===== config.mk =====
export PLATFORM = sky130hd
export DESIGN_NAME = imem_loader_flat
export DESIGN_NICKNAME = d
export VERILOG_FILES = /design/src/rtl/imem_loader_if.sv /design/src/rtl/imem_loader.sv /design/src/flat_wrapper.sv
export SDC_FILE = /design/constraint.sdc
export NUM_CORES = 1
export LEC_CHECK = 0
export ABC_AREA = 1
export CAP_MARGIN = 25
export CELL_PAD_IN_SITES_DETAIL_PLACEMENT = 1
export CELL_PAD_IN_SITES_GLOBAL_PLACEMENT = 1
export CORE_AREA = 2 2 198 103
export DETAILED_ROUTE_END_ITERATION = 6
export DIE_AREA = 0 0 200 105
export PLACE_DENSITY_LB_ADDON = 0.1
export SLEW_MARGIN = 20
export SYNTH_ARGS = -nofsm -noshare
export SYNTH_HDL_FRONTEND = slang
export SYNTH_SLANG_ARGS = --single-unit

===== constraint.sdc =====
create_clock -name clk -period 1.62 [get_ports clk]
set_input_delay 0.324 -clock clk [delete_from_list [all_inputs] [get_ports clk]]
set_output_delay 0.324 -clock clk [all_outputs]
set_load 0.02 [all_outputs]

===== src/rtl/imem_loader_if.sv =====
// Byte stream in, instruction-memory write port and boot status out.
// master = loader side, slave = UART/memory/core side.
interface imem_loader_if;
  logic [7:0]  rx_data;
  logic        rx_valid;
  logic        imem_wr_en;
  logic [31:0] imem_wr_addr;
  logic [31:0] imem_wr_data;
  logic        core_hold;
  logic        load_done;
  logic        load_err;
  logic [2:0]  state_dbg;

  modport master (
    input  rx_data, rx_valid,
    output imem_wr_en, imem_wr_addr, imem_wr_data,
    output core_hold, load_done, load_err, state_dbg
  );

  modport slave (
    output rx_data, rx_valid,
    input  imem_wr_en, imem_wr_addr, imem_wr_data,
    input  core_hold, load_done, load_err, state_dbg
  );
endinterface


===== src/rtl/imem_loader.sv =====
// UART-fed boot loader: parses SYNC/LEN/payload/CHK frames into instruction
// memory word writes and holds the core until a checksum-verified load.
module imem_loader #(
  parameter int unsigned IMEM_WORDS     = 256,
  parameter int unsigned TIMEOUT_CYCLES = 1000000,
  parameter logic [7:0]  SYNC_BYTE      = 8'hA5
) (
  input  logic         clk,
  input  logic         rst,
  imem_loader_if.master bus
);

  localparam int unsigned TW = (TIMEOUT_CYCLES > 2) ? $clog2(TIMEOUT_CYCLES) : 1;
  localparam int unsigned LW = 16;

  typedef enum logic [2:0] {
    S_IDLE    = 3'd0,
    S_LEN_LO  = 3'd1,
    S_LEN_HI  = 3'd2,
    S_PAYLOAD = 3'd3,
    S_CHECK   = 3'd4,
    S_RUN     = 3'd5
  } state_t;

  state_t        state, state_n;
  logic [LW-1:0] len, len_n;
  logic [LW-1:0] word_idx, word_idx_n;
  logic [23:0]   word_buf, word_buf_n;
  logic [1:0]    byte_cnt, byte_cnt_n;
  logic [7:0]    chk, chk_n;
  logic [TW-1:0] tcnt, tcnt_n;
  logic          wr_en, wr_en_n;
  logic [31:0]   wr_addr, wr_addr_n;
  logic [31:0]   wr_data, wr_data_n;
  logic          core_hold, core_hold_n;
  logic          load_done, load_done_n;
  logic          load_err, load_err_n;

  always_ff @(posedge clk) begin
    if (rst) begin
      state     <= S_IDLE;
      len       <= '0;
      word_idx  <= '0;
      word_buf  <= '0;
      byte_cnt  <= '0;
      chk       <= '0;
      tcnt      <= '0;
      wr_en     <= 1'b0;
      wr_addr   <= '0;
      wr_data   <= '0;
      core_hold <= 1'b1;
      load_done <= 1'b0;
      load_err  <= 1'b0;
    end else begin
      state     <= state_n;
      len       <= len_n;
      word_idx  <= word_idx_n;
      word_buf  <= word_buf_n;
      byte_cnt  <= byte_cnt_n;
      chk       <= chk_n;
      tcnt      <= tcnt_n;
      wr_en     <= wr_en_n;
      wr_addr   <= wr_addr_n;
      wr_data   <= wr_data_n;
      core_hold <= core_hold_n;
      load_done <= load_done_n;
      load_err  <= load_err_n;
    end
  end

  logic          in_frame;
  logic          timed_out;
  logic          is_sync;
  logic [LW-1:0] len_full;

  always_comb begin
    state_n     = state;
    len_n       = len;
    word_idx_n  = word_idx;
    word_buf_n  = word_buf;
    byte_cnt_n  = byte_cnt;
    chk_n       = chk;
    tcnt_n      = '0;
    wr_en_n     = 1'b0;
    wr_addr_n   = wr_addr;
    wr_data_n   = wr_data;
    load_done_n = 1'b0;
    load_err_n  = load_err;

    is_sync   = bus.rx_valid && (bus.rx_data == SYNC_BYTE);
    len_full  = {bus.rx_data, len[7:0]};
    in_frame  = (state == S_LEN_LO) || (state == S_LEN_HI) ||
                (state == S_PAYLOAD) || (state == S_CHECK);
    // A byte arriving on the expiry cycle rescues the frame.
    timed_out = in_frame && !bus.rx_valid && (tcnt == TW'(TIMEOUT_CYCLES - 1));

    if (in_frame && !bus.rx_valid) begin
      tcnt_n = tcnt + TW'(1);
    end

    case (state)
      S_IDLE, S_RUN: begin
        if (is_sync) begin
          state_n    = S_LEN_LO;
          load_err_n = 1'b0;
          chk_n      = '0;
          word_idx_n = '0;
          byte_cnt_n = '0;
        end
      end
      S_LEN_LO: begin
        if (bus.rx_valid) begin
          len_n   = {8'h00, bus.rx_data};
          chk_n   = chk ^ bus.rx_data;
          state_n = S_LEN_HI;
        end
      end
      S_LEN_HI: begin
        if (bus.rx_valid) begin
          len_n      = len_full;
          chk_n      = chk ^ bus.rx_data;
          byte_cnt_n = '0;
          if ((len_full == '0) || ({16'h0000, len_full} > IMEM_WORDS)) begin
            load_err_n = 1'b1;
            state_n    = S_IDLE;
          end else begin
            state_n = S_PAYLOAD;
          end
        end
      end
      S_PAYLOAD: begin
        if (bus.rx_valid) begin
          chk_n      = chk ^ bus.rx_data;
          byte_cnt_n = byte_cnt + 2'd1;
          case (byte_cnt)
            2'd0: word_buf_n[7:0]   = bus.rx_data;
            2'd1: word_buf_n[15:8]  = bus.rx_data;
            2'd2: word_buf_n[23:16] = bus.rx_data;
            default: begin
              wr_en_n    = 1'b1;
              wr_data_n  = {bus.rx_data, word_buf};
              wr_addr_n  = {14'b0, word_idx, 2'b00};
              word_idx_n = word_idx + 16'd1;
              if (word_idx == (len - 16'd1)) begin
                state_n = S_CHECK;
              end
            end
          endcase
        end
      end
      S_CHECK: begin
        if (bus.rx_valid) begin
          if (bus.rx_data == chk) begin
            state_n     = S_RUN;
            load_done_n = 1'b1;
          end else begin
            load_err_n = 1'b1;
            state_n    = S_IDLE;
          end
        end
      end
      default: state_n = S_IDLE;
    endcase

    if (timed_out) begin
      state_n    = S_IDLE;
      load_err_n = 1'b1;
      tcnt_n     = '0;
    end

    // Core runs only while sitting in RUN.
    core_hold_n = (state_n != S_RUN);
  end

  assign bus.imem_wr_en   = wr_en;
  assign bus.imem_wr_addr = wr_addr;
  assign bus.imem_wr_data = wr_data;
  assign bus.core_hold    = core_hold;
  assign bus.load_done    = load_done;
  assign bus.load_err     = load_err;
  assign bus.state_dbg    = state;

endmodule


===== src/flat_wrapper.sv =====
// flat-port wrapper written by rule: the top's interface ports become plain ports
module imem_loader_flat 
#(
  parameter int unsigned IMEM_WORDS     = 256,
  parameter int unsigned TIMEOUT_CYCLES = 1000000,
  parameter logic [7:0]  SYNC_BYTE      = 8'hA5
)
  (clk, rst, bus_rx_data, bus_rx_valid, bus_imem_wr_en, bus_imem_wr_addr, bus_imem_wr_data, bus_core_hold, bus_load_done, bus_load_err, bus_state_dbg);
  imem_loader_if bus_i ();
  input  logic clk;
  input  logic rst;
  input wire logic [$bits(bus_i.rx_data)-1:0] bus_rx_data;
  input wire logic [$bits(bus_i.rx_valid)-1:0] bus_rx_valid;
  output wire logic [$bits(bus_i.imem_wr_en)-1:0] bus_imem_wr_en;
  output wire logic [$bits(bus_i.imem_wr_addr)-1:0] bus_imem_wr_addr;
  output wire logic [$bits(bus_i.imem_wr_data)-1:0] bus_imem_wr_data;
  output wire logic [$bits(bus_i.core_hold)-1:0] bus_core_hold;
  output wire logic [$bits(bus_i.load_done)-1:0] bus_load_done;
  output wire logic [$bits(bus_i.load_err)-1:0] bus_load_err;
  output wire logic [$bits(bus_i.state_dbg)-1:0] bus_state_dbg;
  assign bus_i.rx_data = bus_rx_data;
  assign bus_i.rx_valid = bus_rx_valid;
  assign bus_imem_wr_en = bus_i.imem_wr_en;
  assign bus_imem_wr_addr = bus_i.imem_wr_addr;
  assign bus_imem_wr_data = bus_i.imem_wr_data;
  assign bus_core_hold = bus_i.core_hold;
  assign bus_load_done = bus_i.load_done;
  assign bus_load_err = bus_i.load_err;
  assign bus_state_dbg = bus_i.state_dbg;
  imem_loader #(.IMEM_WORDS(IMEM_WORDS), .TIMEOUT_CYCLES(TIMEOUT_CYCLES), .SYNC_BYTE(SYNC_BYTE)) u_core (.clk(clk), .rst(rst), .bus(bus_i));
endmodule

# Yosys cells after proc, flatten, opt, wreduce, memory -nomap -nowiden
# Index checks and enable logic that the tools add are counted.
word_totals:
  reg_bits: 141
  elab_cells: 117
  output_inout_bits: 71
  inputBits: 11
op_classes:
  mux: 34
  magnitude_cmp: 1
  add_sub_neg: 4
  bitwise: 7
  n_eq_ne: 23
  n_reduce_logical: 32
op_table:
  columns: ["cell", "count"]
  rows:
  - ["16-bit two-way mux", 5]
  - ["16-bit one-hot mux with 2 select lines", 2]
  - ["3-bit two-way mux", 9]
  - ["3-bit AND reduction", 7]
  - ["20-bit by 1-bit adder with 20-bit output, second input constant", 1]
  - ["20-bit == test, second input constant", 1]
  - ["16-bit by 1-bit adder with 16-bit output, second input constant", 1]
  - ["16-bit == test", 1]
  - ["16-bit by 9-bit > comparator with 1-bit output, second input constant", 1]
  - ["16-bit logical NOT", 1]
  - ["8-bit two-way mux", 2]
  - ["8-bit one-hot mux with 2 select lines", 1]
  - ["16-bit by 1-bit subtractor with 16-bit output, second input constant", 1]
  - ["3-bit one-hot mux with 5 select lines", 1]
  - ["3-bit OR reduction", 5]
  - ["3-bit by 2-bit inequality test with 1-bit output, second input constant", 4]
  - ["8-bit == test", 1]
  - ["8-bit == test, second input constant", 1]
  - ["1-bit two-way mux", 8]
  - ["2-bit two-way mux", 4]
  - ["2-bit inequality test, second input constant", 4]
  - ["4-bit AND reduction", 2]
  - ["8-bit bitwise XOR", 1]
  - ["3-bit by 2-bit == test with 1-bit output, second input constant", 2]
  - ["21 further kinds", 35]

# Depth between registers and ports, before layout
logic_depth:
  word_depth: 8
  ltp_mapped: 16

# Worst setup path after synthesis
# OpenSTA, ideal clock, no wires.
synth_path:
  path_kind: "reg2reg"
  start: "register u_core.state[2], in the netlist u_core.bus.state_dbg[2]"
  end: "register u_core.word_idx[7]"
  t_required_ps: 1505
  period_less_slack_ps: 1663
  slack_ps: -43
  path_stages_with_launch: 13
  arrival_ps: 1548
  setup_time_ps: 115
  path_cell_list: "dfxtp_1 -> inv_2 -> nand2_2 -> nand2_4 -> nor2_4 -> nand3_4 -> nand2_2 -> buf_6 -> nand4_2 -> nor2_2 -> nand3_1 -> nand2_1 -> nor2_1"
synth_via:
  elab_chain_cells: 4
  elab_cells_between_ends: 10
  cone_classes: "eq/ne: 5; mux: 1; reduce/logical: 4"
synth_rtl:
  columns: ["item", "line", "text"]
  rows:
  - ["start, declared", "imem_loader.sv:25", "state_t state, state_n;"]
  - ["start signal, assigned", "imem_loader.sv:55", "state <= state_n;"]
  - ["3-bit == test / 3-bit logical NOT (equally long branches)", "imem_loader.sv:101", "case (state)"]
  - ["2-bit OR reduction", "imem_loader.sv:101", null]
  - ["2-bit by 1-bit inequality test with 1-bit output (no line) / 2-bit nonzero test (equally long branches)", null, null]
  - ["4-bit AND reduction (no line)", null, null]
  - ["end signal, assigned", "imem_loader.sv:57", "word_idx <= word_idx_n;"]
  - ["end, declared", "imem_loader.sv:27", "logic [LW-1:0] word_idx, word_idx_n;"]
# Several ways; a longest one is shown, not always the timed one.
# A chain may end at the register's enable or synchronous reset.

# Final worst setup path
layout_path:
  start: "register u_core.len[1]"
  end: "register u_core.core_hold, in the netlist u_core.bus.core_hold"
layout_via:
  elab_chain_cells: 8
  elab_cells_between_ends: 13
  cone_classes: "add/sub: 1; order compare: 1; eq/ne: 2; mux: 7; reduce/logical: 2"
layout_rtl:
  columns: ["item", "line", "text"]
  rows:
  - ["start, declared", "imem_loader.sv:26", "logic [LW-1:0] len, len_n;"]
  - ["start signal, assigned", "imem_loader.sv:56", "len <= len_n;"]
  - ["16-bit by 1-bit subtractor with 16-bit output", "imem_loader.sv:144", "if (word_idx == (len - 16'd1)) begin"]
  - ["16-bit == test", "imem_loader.sv:144", null]
  - ["3-bit two-way mux", "imem_loader.sv:144", null]
  - ["3-bit two-way mux", "imem_loader.sv:135", "case (byte_cnt)"]
  - ["3-bit two-way mux", "imem_loader.sv:132", "if (bus.rx_valid) begin"]
  - ["3-bit one-hot mux with 5 select lines *", "imem_loader.sv:101", null]
  - ["3-bit two-way mux *", "imem_loader.sv:165", "if (timed_out) begin"]
  - ["3-bit inequality test *", "imem_loader.sv:172", "core_hold_n = (state_n != S_RUN);"]
  - ["end signal, assigned", "imem_loader.sv:65", "core_hold <= core_hold_n;"]
  - ["end, declared", "imem_loader.sv:35", "logic core_hold, core_hold_n;"]
# Mark *: on every way between the ends. The rest lies on a longest branch, timed or not.

==> results.md <==
STA:
- On the final layout, the worst clock skew is 0.0140 ns.
- In the post-route analysis, the smallest setup slack over all paths is -0.253 ns.
- Setup violations remaining at the end of the flow were counted as 28.
- The max-slew violation count was 0.
- In the finished design, the share of the clock period the worst path needs comes to 116%.
- The number of hold violations in the final report is 0.
- Setup repair after global routing could not meet its margin everywhere.
- The clock period minus worst slack is 1.87 ns.
- Timing would allow up to 0.534 GHz.

Synth:
- The xor and xnor area share after synthesis is 3.03%.
- The cell count after synthesis is 921.
- The total of warnings raised by yosys is 0.
- The number of flip-flops and latches in the synthesized netlist is 141.
- Summing the areas of all fa, ha and maj instances in the mapped netlist gives 1.32% of the synthesized area.
- The compound-cell area share of the yosys netlist is 15.7%.
- The synthesized netlist occupies a cell area of 6640 um^2.
- In the synthesized netlist, mux cells make up 0% of the area.
- Each instance of the synthesized netlist takes up on average 7.21 um^2.
- The combinational family with the most area after synthesis is simple AND/OR/NAND/NOR gates.
- The basic-gate share of the synthesized area counting and, or, nand and nor cells is 27.6%.
- The unique cell type count in the Yosys netlist is 38.
- The portion of the post-synthesis area used by sequential elements is 42.5%.

Finish:
- Fill cells in the final layout number 2360.
- Of the cells placed in the final design, the portion with a size suffix greater than 1 is 31.7%.
- Excluding fillers, the count of instances in the completed layout stands at 1407.
- The synthesis-to-finish area growth is 49.1%.
- The repair_antennas step left the layout with diodes totalling 0.
- The number of nets in the layout is 1147.
- With fillers left out, the area of the finished cells amounts to 9900 um^2.

Global routing:
- The first global-routing pass estimated 37400 um of wire.
- For this run, global-route usage on met2 was measured as 31.3%.
- The number of global-route vias before repair is 6768.
- For this run, global-route usage on met3 was measured as 4.91%.
- The number of antenna violations at the first check in global routing is 1.
- For this run the aggregate overflow at the end of global routing stands at 0.
- For met1 alone, demand over resource in global routing was 37.1%.
- The global routing stage identified its most utilized layer as met1.
- The maximum number of pins on one net before global-route repair is 53.
- The global-route usage over all layers is 23.2%.

Power:
- The share of total power dissipated in the clock network is 51.4%.
- The internal power of the cells is 5880 uW.
- The net switching fraction of the power is 24.2%.
- The total power consumption of the routed design is 7750 uW.
- The part of the total power dissipated in sequential elements is 44.6%.
- Power spread over the standard cell area amounts to 783 nW/um^2.
- The switching component of the power is 1870 uW.
- Across the VDD grid, the largest voltage drop is 768 uV.
- The static leakage power is 0.00462 uW.
- The combinational power share is 4.0%.

Critical path:
- The critical path startpoint category is a flop.
- At the worst endpoint, the required time is 1.94 ns.
- The sum of buffers and inverters on the critical path is 2.
- The number of cells traversed by the worst register-to-register path is 13.
- The cell with the largest stage delay on the worst path is dfxtp_4.
- The data arrival time of the worst path is 2.19 ns.
- Traced cell by cell, the critical path runs through nor2_4, nand2_4, nor2_4, buf_6, nand3_2, nand3_2, nand2_1, inv_1, nand2_2, nor2_4, nand3_4, nand2_2, nand3_2.
- The endpoint kind of the worst setup timing path is a flop.
- The worst setup path is of the reg2reg kind.
- The highest fanout seen on the critical path is 5.
- The cell family contributing the most delay on the critical path is simple AND/OR/NAND/NOR gates.
- Tracing the worst setup path back leads to its startpoint at u_core.len[1].
- The total number of cells along the worst setup path is 13.
- The worst register-to-register path begins at u_core.len[1].
- The largest stage delay on the critical path is 0.37 ns.

Floorplanning:
- The initial core utilization is 34.7%.
- In this run the count of I/O pins placed on the die edge is 82.
- The floorplan die area is 21000 um^2.
- The floorplan has 36 rows.
- In this run the standard cell core region covers 19100 um^2.
- The horizontal extent of the die is 200 um.
- Measured along the y axis, the die boundary spans 105 um.

Hold path:
- The min-delay analysis places its worst path in the category in2reg.
- The origin of the worst min-delay path is bus_rx_data[2].
- The cell depth of the worst min-delay path is 4.

CTS:
- Counting the buffers created by CTS gives 17.
- The clock tree synthesis step divided the H-tree into 4 levels.
- The post-CTS clock slew at the launch and capture registers of the worst setup and hold paths is 0.06 ns.
- The CTS tree is built.
- The number of clock sinks seen by CTS is 141.
- The clock passes through at most 2 buffers.
- The clock insertion delay at the later pin of the skew report is 0.44 ns.
- The CTS root buffer is clkbuf_16.

Placed design:
- The count of buffers added on input and output ports is 65.
- The number of placed instances, taps included, is 1352.
- The instance area at placement is 8490 um^2.
- At the end of routability-driven placement, the weighted congestion stood at 0.857.
- The wire-length estimate of the detail-placed layout is 17200 um.

Route:
- The number of remaining DRC errors is 0.
- Once detail routing completed, the nets flagged for antenna violations numbered 0.
- For this block, the initial DRC count from the detailed router was 395.
- In the final routed layout, each cell accounts on average for 17.2 um.
- The overall routed net length is 24200 um.
- The first-pass iteration count of the detailed router is 5.
- The via total after detailed routing is 6916.
- The detailed-route vias per instance is 4.92.

Job:
- Across the run, the number of max-cap violations was 0.

Run status:
- The final reports fail on setup timing.
- The run finished, with violations left.
layout make-up:
class / instances / area, um^2 / area share, %
Tap cell: 266 / 333 / 3.36
Clock inverter: 12 / 138 / 1.39
Sequential cell: 141 / 2860 / 28.8
Inverter: 95 / 389 / 3.93
Timing Repair inverter: 1 / 7.51 / 0.0758
Multi-Input combinational cell: 647 / 3820 / 38.6
Clock buffer: 19 / 443 / 4.47
Timing Repair Buffer: 226 / 1920 / 19.4
synth_stat cells, drive strengths merged:
cell type | count | area (um^2)
a211oi | 5 | 37.5
a21oi | 86 | 434
and3 | 1 | 6.26
buf | 30 | 205
clkbuf | 23 | 86.3
clkinv | 1 | 3.75
conb | 1 | 3.75
dfxtp | 141 | 2820
ha | 7 | 87.6
inv | 94 | 353
nand2 | 142 | 558
nand3 | 67 | 368
nand3b | 3 | 22.5
nand4 | 10 | 68.8
nor2 | 156 | 643
nor3 | 22 | 154
nor3b | 1 | 7.51
nor4 | 1 | 6.26
o211a | 4 | 40.0
o211ai | 1 | 7.51
o21a | 3 | 22.5
o21ai | 93 | 465
o22ai | 6 | 37.5
xnor2 | 10 | 87.6
xor2 | 13 | 114
layer usage:
| metal | up-vias | share of wire (%) |
|---|---|---|
| met2 | 139 | 40 |
| met3 | 15 | 4.1 |
| met1 | 3367 | 55 |
| met4 | 2 | 0.56 |
| li1 | 3393 | - |
| met5 | - | 0.054 |
worst register-to-register path: stages (launching register included):
cell and delay [ns]:
dfxtp_4 0.37, nor2_4 0.12, nand2_4 0.09, nor2_4 0.22
buf_6 0.17, nand3_2 0.08, nand3_2 0.08, nand2_1 0.05
inv_1 0.06, nand2_2 0.06, nor2_4 0.22, nand3_4 0.13
nand2_2 0.08, nand3_2 0.05
flip-flops by register name (all words and copies together) (netlist names):
| signal | cells |
|---|---|
| u_core.bus.imem_wr_data | 32 |
| u_core.bus.imem_wr_addr | 16 |
| u_core.len | 16 |
| u_core.bus.load_done | 1 |
| u_core.word_buf | 24 |
| u_core.bus.core_hold | 1 |
| u_core.bus.load_err | 1 |
| u_core.byte_cnt | 2 |
| u_core.word_idx | 16 |
| u_core.bus.state_dbg | 3 |
| u_core.bus.imem_wr_en | 1 |
| u_core.chk | 8 |
| u_core.tcnt | 20 |
timing repair:
action / in CTS / in global routing
gates cloned: 0 / 1
resized for setup: 140 / 135
setup buffers: 13 / 13
endpoints found under the setup margin: 123 / 120
hold buffers: 0 / 0
pin swaps: 20 / 49
final timing paths:
kind                                  to  slack [ns]
min                        u_core.len[2]        0.44
max                 u_core.bus.core_hold       -0.25
min reg2reg  u_core.bus.imem_wr_data[19]        0.48
max reg2reg         u_core.bus.core_hold       -0.25
logic make-up (layout without fill, tap and decap cells):
kind of cell,count (synthesis),in the layout
simple gates,403,403
compound gates,198,198
buf+inv,148,353
flops,141,141
xor+xnor,23,23
fa+ha+maj,7,7
other cells,1,16
metrics by stage:
step / setup TNS [ns] / hold WS [ns] / util, % / worst slack, ns
floorplan: -0.0400 / 0.430 / - / -0.0226
global placement: -38.47 / 0.464 / 44.4 / -0.523
detailed placement: -41.20 / 0.470 / 44.4 / -0.567
CTS: -1.56 / 0.485 / 48.8 / -0.224
global route: -6.67 / 0.450 / 51.7 / -0.351
finish: -2.48 / 0.437 / 51.7 / -0.253
power groups by stage:
stage	Combinational (uW)	Clock [uW]	Sequential, uW
CTS	290	4030	3460
global route	332	4220	3460
global placement	287	0	3550
detailed placement	289	0	3550
floorplan	152	0	3550
finish	311	3980	3460
layout by cell type (no fill, tap or decap), types with 10 or more instances in the layout:
cell type      Yosys  routed
buf_4             17     140
dfxtp_1          141     126
nor2_1           147     120
nand2_1          134     105
o21ai_0           93      81
a21oi_1           85      77
inv_1             82      73
dlygate4sd2_1      0      58
nand3_1           62      43
nand2_2            7      26
nor2_4             7      18
nor2_2             2      18
nand3_2            4      17
clkbuf_16          0      17
conb_1             1      16
buf_6              2      15
xor2_1            13      12
inv_2             12      12
xnor2_1           10      10
nand2_4            1      10
nor3_1            17      10
No activity file was read; power rests on OpenSTA's default activity.
